### src/rtl/alu_multicycle_pkg.sv
// Shared definitions for the multicycle ALU: op-codes, FSM states and the
// registered flag bundle.
package alu_multicycle_pkg;

    localparam int unsigned OP_W = 3;

    localparam logic [OP_W-1:0] OP_ADD = 3'd0;
    localparam logic [OP_W-1:0] OP_SUB = 3'd1;
    localparam logic [OP_W-1:0] OP_XOR = 3'd2;
    localparam logic [OP_W-1:0] OP_SLT = 3'd3;
    localparam logic [OP_W-1:0] OP_MUL = 3'd4;

    typedef enum logic {
        S_IDLE = 1'b0,
        S_MUL  = 1'b1
    } state_t;

    // Status flags reported alongside every result.
    typedef struct packed {
        logic carry_out;
        logic overflow;
        logic zero;
        logic illegal_op;
    } alu_flags_t;

endpackage

### src/rtl/alu_comb.sv
// Combinational ADD/SUB/XOR/SLT datapath for the single-cycle ops.
// Ports: op (3b op-code), a/b (WIDTH operands), result_c (WIDTH result),
//        carry_c, overflow_c (ADD/SUB only), illegal_c (op-code 5-7).
// MUL and illegal op-codes produce a zero result here.
module alu_comb
    import alu_multicycle_pkg::*;
#(
    parameter int unsigned WIDTH = 32
) (
    input  logic [OP_W-1:0]  op,
    input  logic [WIDTH-1:0] a,
    input  logic [WIDTH-1:0] b,
    output logic [WIDTH-1:0] result_c,
    output logic             carry_c,
    output logic             overflow_c,
    output logic             illegal_c
);

    localparam int unsigned SW = WIDTH + 1;

    logic             sub;
    logic [WIDTH-1:0] bx;
    logic [SW-1:0]    sum;
    logic             msb_cin;
    logic             add_ovf;

    // SLT reuses the subtractor.
    assign sub     = (op == OP_SUB) || (op == OP_SLT);
    assign bx      = b ^ {WIDTH{sub}};
    assign sum     = {1'b0, a} + {1'b0, bx} + SW'(sub);
    // Carry into the MSB recovered from the MSB sum bit.
    assign msb_cin = a[WIDTH-1] ^ bx[WIDTH-1] ^ sum[WIDTH-1];
    assign add_ovf = msb_cin ^ sum[WIDTH];

    // Result/flag select.
    always_comb begin
        result_c   = '0;
        carry_c    = 1'b0;
        overflow_c = 1'b0;
        illegal_c  = 1'b0;
        case (op)
            OP_ADD, OP_SUB: begin
                result_c   = sum[WIDTH-1:0];
                carry_c    = sum[WIDTH];
                overflow_c = add_ovf;
            end
            OP_XOR: result_c = a ^ b;
            OP_SLT: result_c = WIDTH'(sum[WIDTH-1] ^ add_ovf);
            OP_MUL: result_c = '0;
            default: illegal_c = 1'b1;
        endcase
    end

endmodule

### src/rtl/alu_multicycle.sv
// Clocked ALU: single-cycle ADD/SUB/XOR/SLT plus a WIDTH-cycle shift-add
// unsigned multiply, behind a start/busy/done handshake.
// Ports: clk, reset (sync, active-high), start, op (3b), a, b (WIDTH);
//        result, result_hi (WIDTH), carry_out, overflow, zero, illegal_op,
//        busy, done -- all registered, all 0 after reset.
module alu_multicycle
    import alu_multicycle_pkg::*;
#(
    parameter int unsigned WIDTH = 32,
    parameter int unsigned CNT_W = $clog2(WIDTH)
) (
    input  logic             clk,
    input  logic             reset,
    input  logic             start,
    input  logic [OP_W-1:0]  op,
    input  logic [WIDTH-1:0] a,
    input  logic [WIDTH-1:0] b,
    output logic [WIDTH-1:0] result,
    output logic [WIDTH-1:0] result_hi,
    output logic             carry_out,
    output logic             overflow,
    output logic             zero,
    output logic             illegal_op,
    output logic             busy,
    output logic             done
);

    localparam int unsigned PW = 2 * WIDTH;

    state_t           state, state_nxt;
    logic [WIDTH-1:0] result_nxt, result_hi_nxt;
    alu_flags_t       flags_q, flags_nxt;
    logic             busy_nxt, done_nxt;
    logic [PW-1:0]    mcand, mcand_nxt;
    logic [PW-1:0]    acc, acc_nxt, acc_sum;
    logic [WIDTH-1:0] mplier, mplier_nxt;
    logic [CNT_W-1:0] cnt, cnt_nxt;

    logic [WIDTH-1:0] c_result;
    logic             c_carry, c_overflow, c_illegal;

    alu_comb #(.WIDTH(WIDTH)) u_comb (
        .op         (op),
        .a          (a),
        .b          (b),
        .result_c   (c_result),
        .carry_c    (c_carry),
        .overflow_c (c_overflow),
        .illegal_c  (c_illegal)
    );

    assign carry_out  = flags_q.carry_out;
    assign overflow   = flags_q.overflow;
    assign zero       = flags_q.zero;
    assign illegal_op = flags_q.illegal_op;

    // Partial-product add for the current multiplier bit; mcand is pre-shifted.
    assign acc_sum = acc + (mplier[0] ? mcand : PW'(0));

    // Next-state and next-output logic.
    always_comb begin
        state_nxt     = state;
        result_nxt    = result;
        result_hi_nxt = result_hi;
        flags_nxt     = flags_q;
        busy_nxt      = busy;
        done_nxt      = 1'b0;
        mcand_nxt     = mcand;
        acc_nxt       = acc;
        mplier_nxt    = mplier;
        cnt_nxt       = cnt;
        case (state)
            S_IDLE: begin
                if (start) begin
                    if (op == OP_MUL) begin
                        mcand_nxt  = {{WIDTH{1'b0}}, a};
                        mplier_nxt = b;
                        acc_nxt    = '0;
                        cnt_nxt    = '0;
                        busy_nxt   = 1'b1;
                        state_nxt  = S_MUL;
                    end else begin
                        result_nxt           = c_result;
                        result_hi_nxt        = '0;
                        flags_nxt.carry_out  = c_carry;
                        flags_nxt.overflow   = c_overflow;
                        flags_nxt.zero       = (c_result == '0);
                        flags_nxt.illegal_op = c_illegal;
                        done_nxt             = 1'b1;
                    end
                end
            end
            S_MUL: begin
                acc_nxt    = acc_sum;
                mcand_nxt  = mcand << 1;
                mplier_nxt = mplier >> 1;
                cnt_nxt    = cnt + CNT_W'(1);
                // Last iteration folds in the final partial product directly.
                if (cnt == CNT_W'(WIDTH - 1)) begin
                    {result_hi_nxt, result_nxt} = acc_sum;
                    flags_nxt.carry_out  = 1'b0;
                    flags_nxt.overflow   = 1'b0;
                    flags_nxt.zero       = (acc_sum == '0);
                    flags_nxt.illegal_op = 1'b0;
                    done_nxt             = 1'b1;
                    busy_nxt             = 1'b0;
                    state_nxt            = S_IDLE;
                end
            end
            default: state_nxt = S_IDLE;
        endcase
    end

    // State and output registers.
    always_ff @(posedge clk) begin
        if (reset) begin
            state     <= S_IDLE;
            result    <= '0;
            result_hi <= '0;
            flags_q   <= '0;
            busy      <= 1'b0;
            done      <= 1'b0;
            mcand     <= '0;
            acc       <= '0;
            mplier    <= '0;
            cnt       <= '0;
        end else begin
            state     <= state_nxt;
            result    <= result_nxt;
            result_hi <= result_hi_nxt;
            flags_q   <= flags_nxt;
            busy      <= busy_nxt;
            done      <= done_nxt;
            mcand     <= mcand_nxt;
            acc       <= acc_nxt;
            mplier    <= mplier_nxt;
            cnt       <= cnt_nxt;
        end
    end

endmodule

### config.mk
export PLATFORM = sky130hd
export DESIGN_NAME = alu_multicycle
export DESIGN_NICKNAME = d
export VERILOG_FILES = /design/src/rtl/alu_multicycle_pkg.sv /design/src/rtl/alu_comb.sv /design/src/rtl/alu_multicycle.sv
export SDC_FILE = /design/constraint.sdc
export NUM_CORES = 1
export LEC_CHECK = 0
export ABC_AREA = 1
export BUFFER_PORTS_ARGS = -buffer_cell sky130_fd_sc_hd__buf_4
export CORE_MARGIN = 2
export CORE_UTILIZATION = 26
export CTS_CLUSTER_DIAMETER = 120
export DETAILED_ROUTE_END_ITERATION = 8
export GPL_ROUTABILITY_DRIVEN = 0
export PLACE_DENSITY = 0.52
export SYNTH_ARGS = -nofsm -noshare
export SYNTH_HDL_FRONTEND = slang
export SYNTH_SLANG_ARGS = --single-unit
### constraint.sdc
create_clock -name clk -period 3.25 [get_ports clk]
set_input_delay 0.4875 -clock clk [delete_from_list [all_inputs] [get_ports clk]]
set_output_delay 0.4875 -clock clk [all_outputs]
set_load 0.01 [all_outputs]
After elaboration in Yosys (flattened, before gate mapping)
Cells that the tools add are included.

Bits in registers: 236. Bits in latches: 0. Memory bits (writable): 0. Bits in read-only memories: 0. Input bits: 70. Output and inout port bits: 70. Word-level logic and storage cells: 83. Memories kept: 0.

$add $sub $neg: 4. Multiply operators: 0. Div/mod/pow operators: 0. $lt $le $gt $ge: 0. Equal/unequal tests: 9. Shift-type cells: 0. Multiplexer cells: 41. Bitwise gates (word level): 7. Reduce and logical (&&, ||, !) cells: 9.

Operators with widths (number): 64-bit 2-to-1 mux (5); 32-bit 2-to-1 mux (8); 64-bit case mux with 2 select lines (2); 32-bit case mux with 2 select lines (3); 32-bit case mux with 3 select lines (1); 64-bit adder (1); 64-bit zero test (1); 32-bit XOR (2); 32-bit by 32-bit adder with 33-bit output (1); 33-bit by 1-bit adder with 33-bit output (1); 32-bit zero test (1); 1-bit 2-to-1 mux (12); 4-bit 2-to-1 mux (3); 5-bit 2-to-1 mux (2); 5-bit case mux with 2 select lines (1); 4-bit case mux with 2 select lines (1); 3-bit by 2-bit equality test with 1-bit output, second input constant (2); 2-bit != test, second input constant (3); 1-bit case mux with 2 select lines (3); 3-bit AND reduction (2); 5-bit by 1-bit adder with 5-bit output, second input constant (1); 5-bit equality test, second input constant (1); 4-bit OR reduction (1); 1-bit XOR (4); other kinds (8) (8).

Depth between registers and ports, before layout
Word-level depth: 13. Depth in mapped cells: 27. Gate-level depth less buffers: 25.

Hierarchy
Synthesis repeated with hierarchy kept, for this count alone.

Cell total of the unflattened synthesis: 3120. Area, all modules: 18331.3 sq um.

By module, submodules not included: alu_multicycle (instances 1, cells an instance 2554, area an instance 15232.1 sq um, sequential area each 4724.5 sq um); alu_comb (instances 1, cells an instance 566, area an instance 3099.2 sq um, sequential area each 0.0 sq um).

Worst setup path before layout
No wires, ideal clock.

Path kind: input -> register. Start: input port op[2]. End: register flags_q (netlist bit zero). Setup time: 109 ps. Arrival time: 2941 ps. Data required time: 3141 ps. Slack: 200 ps. Cell stages on the path: 23. Buffers on the path: 1. Cell sequence: inv_1 nand2_2 buf_1 xnor2_1 fa_1 nand3_1 nand3_1 nand2_1 nand2_1 nand2_1 nand2_1 nand2_1 nand2_1 nand2_1 nand2_1 o21ai_0 nor2_1 nand2_1 nor2_1 nand4_1 nand3_1 nand2_1 inv_1.

Cells in the longest elaborated chain, start to end: 13. Elaborated cells between the ends (all ways): 21. Those cells by class: add/sub: 2; eq/ne: 5; mux: 4; bitwise: 5; reduce/logical: 5.

RTL lines: from (decl) (line alu_multicycle.sv:15) `input logic [OP_W-1:0] op,`; 3-bit by 1-bit equality test with 1-bit output or 3-bit by 2-bit equality test with 1-bit output (tied branches) (line alu_comb.sv:28, alu_comb.sv:41); 1-bit logical OR (line alu_comb.sv:28) `assign sub = (op == OP_SUB) || (op == OP_SLT);`; 32-bit XOR (line alu_comb.sv:29) `assign bx = b ^ {WIDTH{sub}};`; 32-bit by 32-bit adder with 33-bit output (line alu_comb.sv:30) `assign sum = {1'b0, a} + {1'b0, bx} + SW'(sub);`; 33-bit by 1-bit adder with 33-bit output (line alu_comb.sv:30); 1-bit XOR (line alu_comb.sv:32) `assign msb_cin = a[WIDTH-1] ^ bx[WIDTH-1] ^ sum[WIDTH-1];`; 1-bit XOR (line alu_comb.sv:33) `assign add_ovf = msb_cin ^ sum[WIDTH];`; 1-bit XOR (line alu_comb.sv:48) `OP_SLT: result_c = WIDTH'(sum[WIDTH-1] ^ add_ovf);`; 32-bit case mux with 3 select lines (line alu_comb.sv:41) `case (op)`; 32-bit zero test (line alu_multicycle.sv:87) `flags_nxt.zero = (c_result == '0);`; 4-bit 2-to-1 mux (line alu_multicycle.sv:75) `if (op == OP_MUL) begin`; 4-bit 2-to-1 mux (line alu_multicycle.sv:74) `if (start) begin`; 4-bit case mux with 2 select lines (line alu_multicycle.sv:72) `case (state)`; to (signal assigned) (line alu_multicycle.sv:131) `flags_q <= flags_nxt;`; to (decl) (line alu_multicycle.sv:32) `alu_flags_t flags_q, flags_nxt;`.

Parallel ways exist; a longest one is shown, timed or not. The select of a mux whose other input is x is not followed. A chain may end at the register's enable or synchronous reset.

Worst setup path after layout
Start: register mplier[0]. End: register flags_q (netlist bit zero).

Cells in the longest elaborated chain, start to end: 5.

RTL lines: from (decl) (line alu_multicycle.sv:36) `logic [WIDTH-1:0] mplier, mplier_nxt;`; from (signal assigned) (line alu_multicycle.sv:136) `mplier <= mplier_nxt;`; 64-bit 2-to-1 mux (line alu_multicycle.sv:58) `assign acc_sum = acc + (mplier[0] ? mcand : PW'(0));`; 64-bit adder (line alu_multicycle.sv:58); 64-bit zero test (line alu_multicycle.sv:103) `flags_nxt.zero = (acc_sum == '0);`; 4-bit 2-to-1 mux (line alu_multicycle.sv:99) `if (cnt == CNT_W'(WIDTH - 1)) begin`; 4-bit case mux with 2 select lines (line alu_multicycle.sv:72).

No other way between the ends. The select of a mux whose other input is x is not followed.

==> out/results.txt <==
Adder-cell share of the synthesized area = 6.55%
Global-route usage over all layers = 19.9%
Clock latency on the worst-skew pair = 0.59 ns
Worst EP required = 3.79 ns
I/O Pins = 140
Total core area = 71900 µm²
Hold Path Class = input port to flop
Tightest Pin Transition = 0.984 ns
Vias in the first global route = 20900
Post-Syn Instances = 3299
Pre-CTS setup slack = -0.674 ns
Worst Setup SP = mplier[0]$_SDFFE_PP0P_
Max-Cap Viols = 0
Top-count cell post-synth = nand2_1
Layout Nets = 3993
ANT cells = 0
Synth area leader = nand2_1
Initial drt markers = 1589
Synth cell types = 37
Post-synthesis mux area share = 0%
Site Rows = 98
Placement-stage cell area = 24300 µm²
Via/cell ratio = 4.55
Reg2reg start = mplier[0]$_SDFFE_PP0P_
Critical path data arrival time = 3.80 ns
DP HPWL = 61900 µm
Final slew viol count = 0
Crit path kind = flop to flop
Peak supply drop = 0.381 mV
Syn nets = 3467
Post-synth top area share = 26.1%
Status = finished with violations
Clock-pin slew on the worst setup and hold paths = 0.06 ns
Total routed wirelength = 76100 µm
DRC Markers = 0
Final cell count without fillers = 4797
Tmin final = 3.26 ns
Largest family of logic cells by synthesized area = simple AND/OR/NAND/NOR gates
Largest net degree at the start of global routing = 164
Post-synth EDFFs = 0
1st-pass router iterations = 6
Synthesized flop and latch total = 236
CTS Buffer Depth = 3
Vias post-DR = 21800
Tot Pwr = 8.26 mW
Layout Utilization = 35.6%
RSZ-0062 raised after global routing = true
Area Overhead vs Synth = 34.9%
Crit-path max FO = 18
Main synth FF type = dfxtp_1
Static Leakage = 13.4 nW
Chip Width = 274 µm
Num CTS Buffers = 29
Final cycle utilization of the critical path = 100%
Fillcell total = 8093
Synth Area in Compound Gates = 13.3%
Root Buffer = clkbuf_16
Routed Antenna Nets = 0
P per Cell Area = 323 nW/µm²
Crit. End Element = flop
Post-Synth XOR/XNOR Area = 3.28%
Share of synthesized flip-flops with an asynchronous set or reset = 0%
Setup Fix Bufs, Post-CTS = 0
Ranking of synthesized cells by area = nand2_1, dfxtp_1, inv_1
Initial Util = 26.4%
Die Y = 274 µm
Final setup fails = 1
Ys Warns = 0
Slew Limit Headroom = 34.4%
Avg Cell Area, Syn = 5.74 µm²
H-Tree Depth = 1
Fmax = 0.307 GHz
CTS tree = done
Total grt overflow = 0
Clk sinks = 236
First-pass GRT wire length = 118000 µm
Hold_sp = b[22]
Crit start category = flop
Clk_skew = 0.0193 ns
WL/cell = 15.9 µm
Design Area, Final = 25600 µm²
Initial antenna violation count = 0
Die Area = 75100 µm²
PortBufs = 139
Placed cells = 4743
Share of cells above drive strength 1 = 20.4%
Fin worst setup slack = -0.00983 ns
Post-Synth Simple-Gate Area = 39.8%
Violated checks = negative setup slack
Final-report hold violation count = 0
Hold_ws = 0.209 ns
Synth top cells by count = nand2_1, inv_1, a21oi_1, dfxtp_1, nand3_1
Setup TNS = -0.00983 ns
Sequential fraction of the synthesis area = 24.9%
Synthesized cell area = 18900 µm²
area by class of cell:
cell class | instances | area, µm² | share of cell area [%]
inverters | 514 | 1930 | 7.56
multi-input cells | 2450 | 12100 | 47.4
well taps | 950 | 1190 | 4.65
clock buffers | 39 | 793 | 3.10
flip-flops and latches | 236 | 4730 | 18.5
clock inverters | 14 | 244 | 0.954
repair buffers | 594 | 4560 | 17.8
registers in the layout, summed over array words and instances (netlist names):
signal / count
acc: 64
busy: 1
carry_out: 1
cnt: 5
done: 1
illegal_op: 1
mcand: 64
mplier: 32
overflow: 1
result: 32
result_hi: 32
state: 1
zero: 1
worst max-delay path, stage by stage (launching register included):
cell	delay (ns)
dfxtp_4	0.39
buf_12	0.16
nand2_1	0.07
inv_1	0.04
ha_1	0.33
buf_4	0.14
nand2_1	0.09
buf_4	0.14
nor2_1	0.11
nand2_1	0.10
inv_1	0.09
nand2_1	0.13
nor3_2	0.14
nand2_1	0.15
nand3_1	0.13
nand2_1	0.08
nand2_1	0.06
nand2_1	0.06
nor2_1	0.10
nand2_1	0.09
nor2_4	0.13
nand4_1	0.11
buf_4	0.17
nand3_1	0.05
nand2_1	0.06
inv_1	0.05
what timing repair did:
action                     4_1_cts  5_1_grt
gates cloned                     0        1
gates resized for setup         12       36
pin swaps                        1        1
hold buffers                     0        0
setup endpoints to repair        1        1
cells in the final DEF (no fill, tap or decap), types with 3 or more instances in the layout:
master / synthesis / layout
xor2_1: 26 / 26
o21bai_1: 8 / 8
clkbuf_8: 0 / 3
clkbuf_1: 89 / 7
nor3_1: 21 / 21
inv_1: 495 / 494
nand3_1: 164 / 159
xnor2_1: 45 / 44
o21ai_0: 104 / 104
nor2_4: 1 / 10
buf_12: 0 / 6
inv_2: 15 / 16
a31oi_1: 64 / 64
clkinv_1: 4 / 3
a22oi_1: 29 / 29
nand2_2: 22 / 33
clkbuf_16: 0 / 30
nand3b_1: 22 / 22
bufinv_16: 0 / 6
nor2_2: 34 / 43
nor3_2: 10 / 10
buf_4: 0 / 586
nand4_1: 40 / 40
nor2_1: 159 / 141
a21o_1: 6 / 6
dfxtp_1: 236 / 234
a21oi_1: 248 / 247
or2_2: 14 / 14
and3_1: 3 / 3
ha_1: 96 / 94
nand2_1: 1316 / 1304
nand3_2: 7 / 12
cells by family (layout without fill, tap and decap cells):
logic type / Yosys count / after routing
buffers and inverters: 613 / 1161
xor gates and xnor gates: 71 / 71
adders and majority gates: 98 / 98
DFF: 236 / 236
and+or+nand+nor: 1818 / 1818
AOI/OAI and AO/OA: 463 / 463
path summary, 6_finish.rpt:
check                                               end  slack [ns]  cells after the start
worst max register to register        zero$_SDFFE_PP0P_       -0.01                     25
worst min register to register   mcand[63]$_SDFFE_PP0P_        0.46                      2
worst min-delay path            mplier[22]$_SDFFE_PP0P_        0.21                      3
worst max-delay path                  zero$_SDFFE_PP0P_       -0.01                     25
per-layer routing:
layer | share of wire, % | routed length, µm | global-route usage, %
met1 | 47 | 36000 | 26.9
met2 | 46 | 34700 | 33.6
met3 | 4.4 | 3360 | 1.71
met4 | 2.7 | 2080 | 5.75
met5 | 0 | 0 | 0
power breakdown:
part / total (mW) / leakage (nW) / internal [mW] / switching, mW
logic: 1.66 / 11.0 / 0.687 / 0.968
clock network: 3.56 / 0.503 / 2.19 / 1.36
registers: 3.05 / 1.92 / 2.98 / 0.0689
No activity file was read; power rests on OpenSTA's default activity.
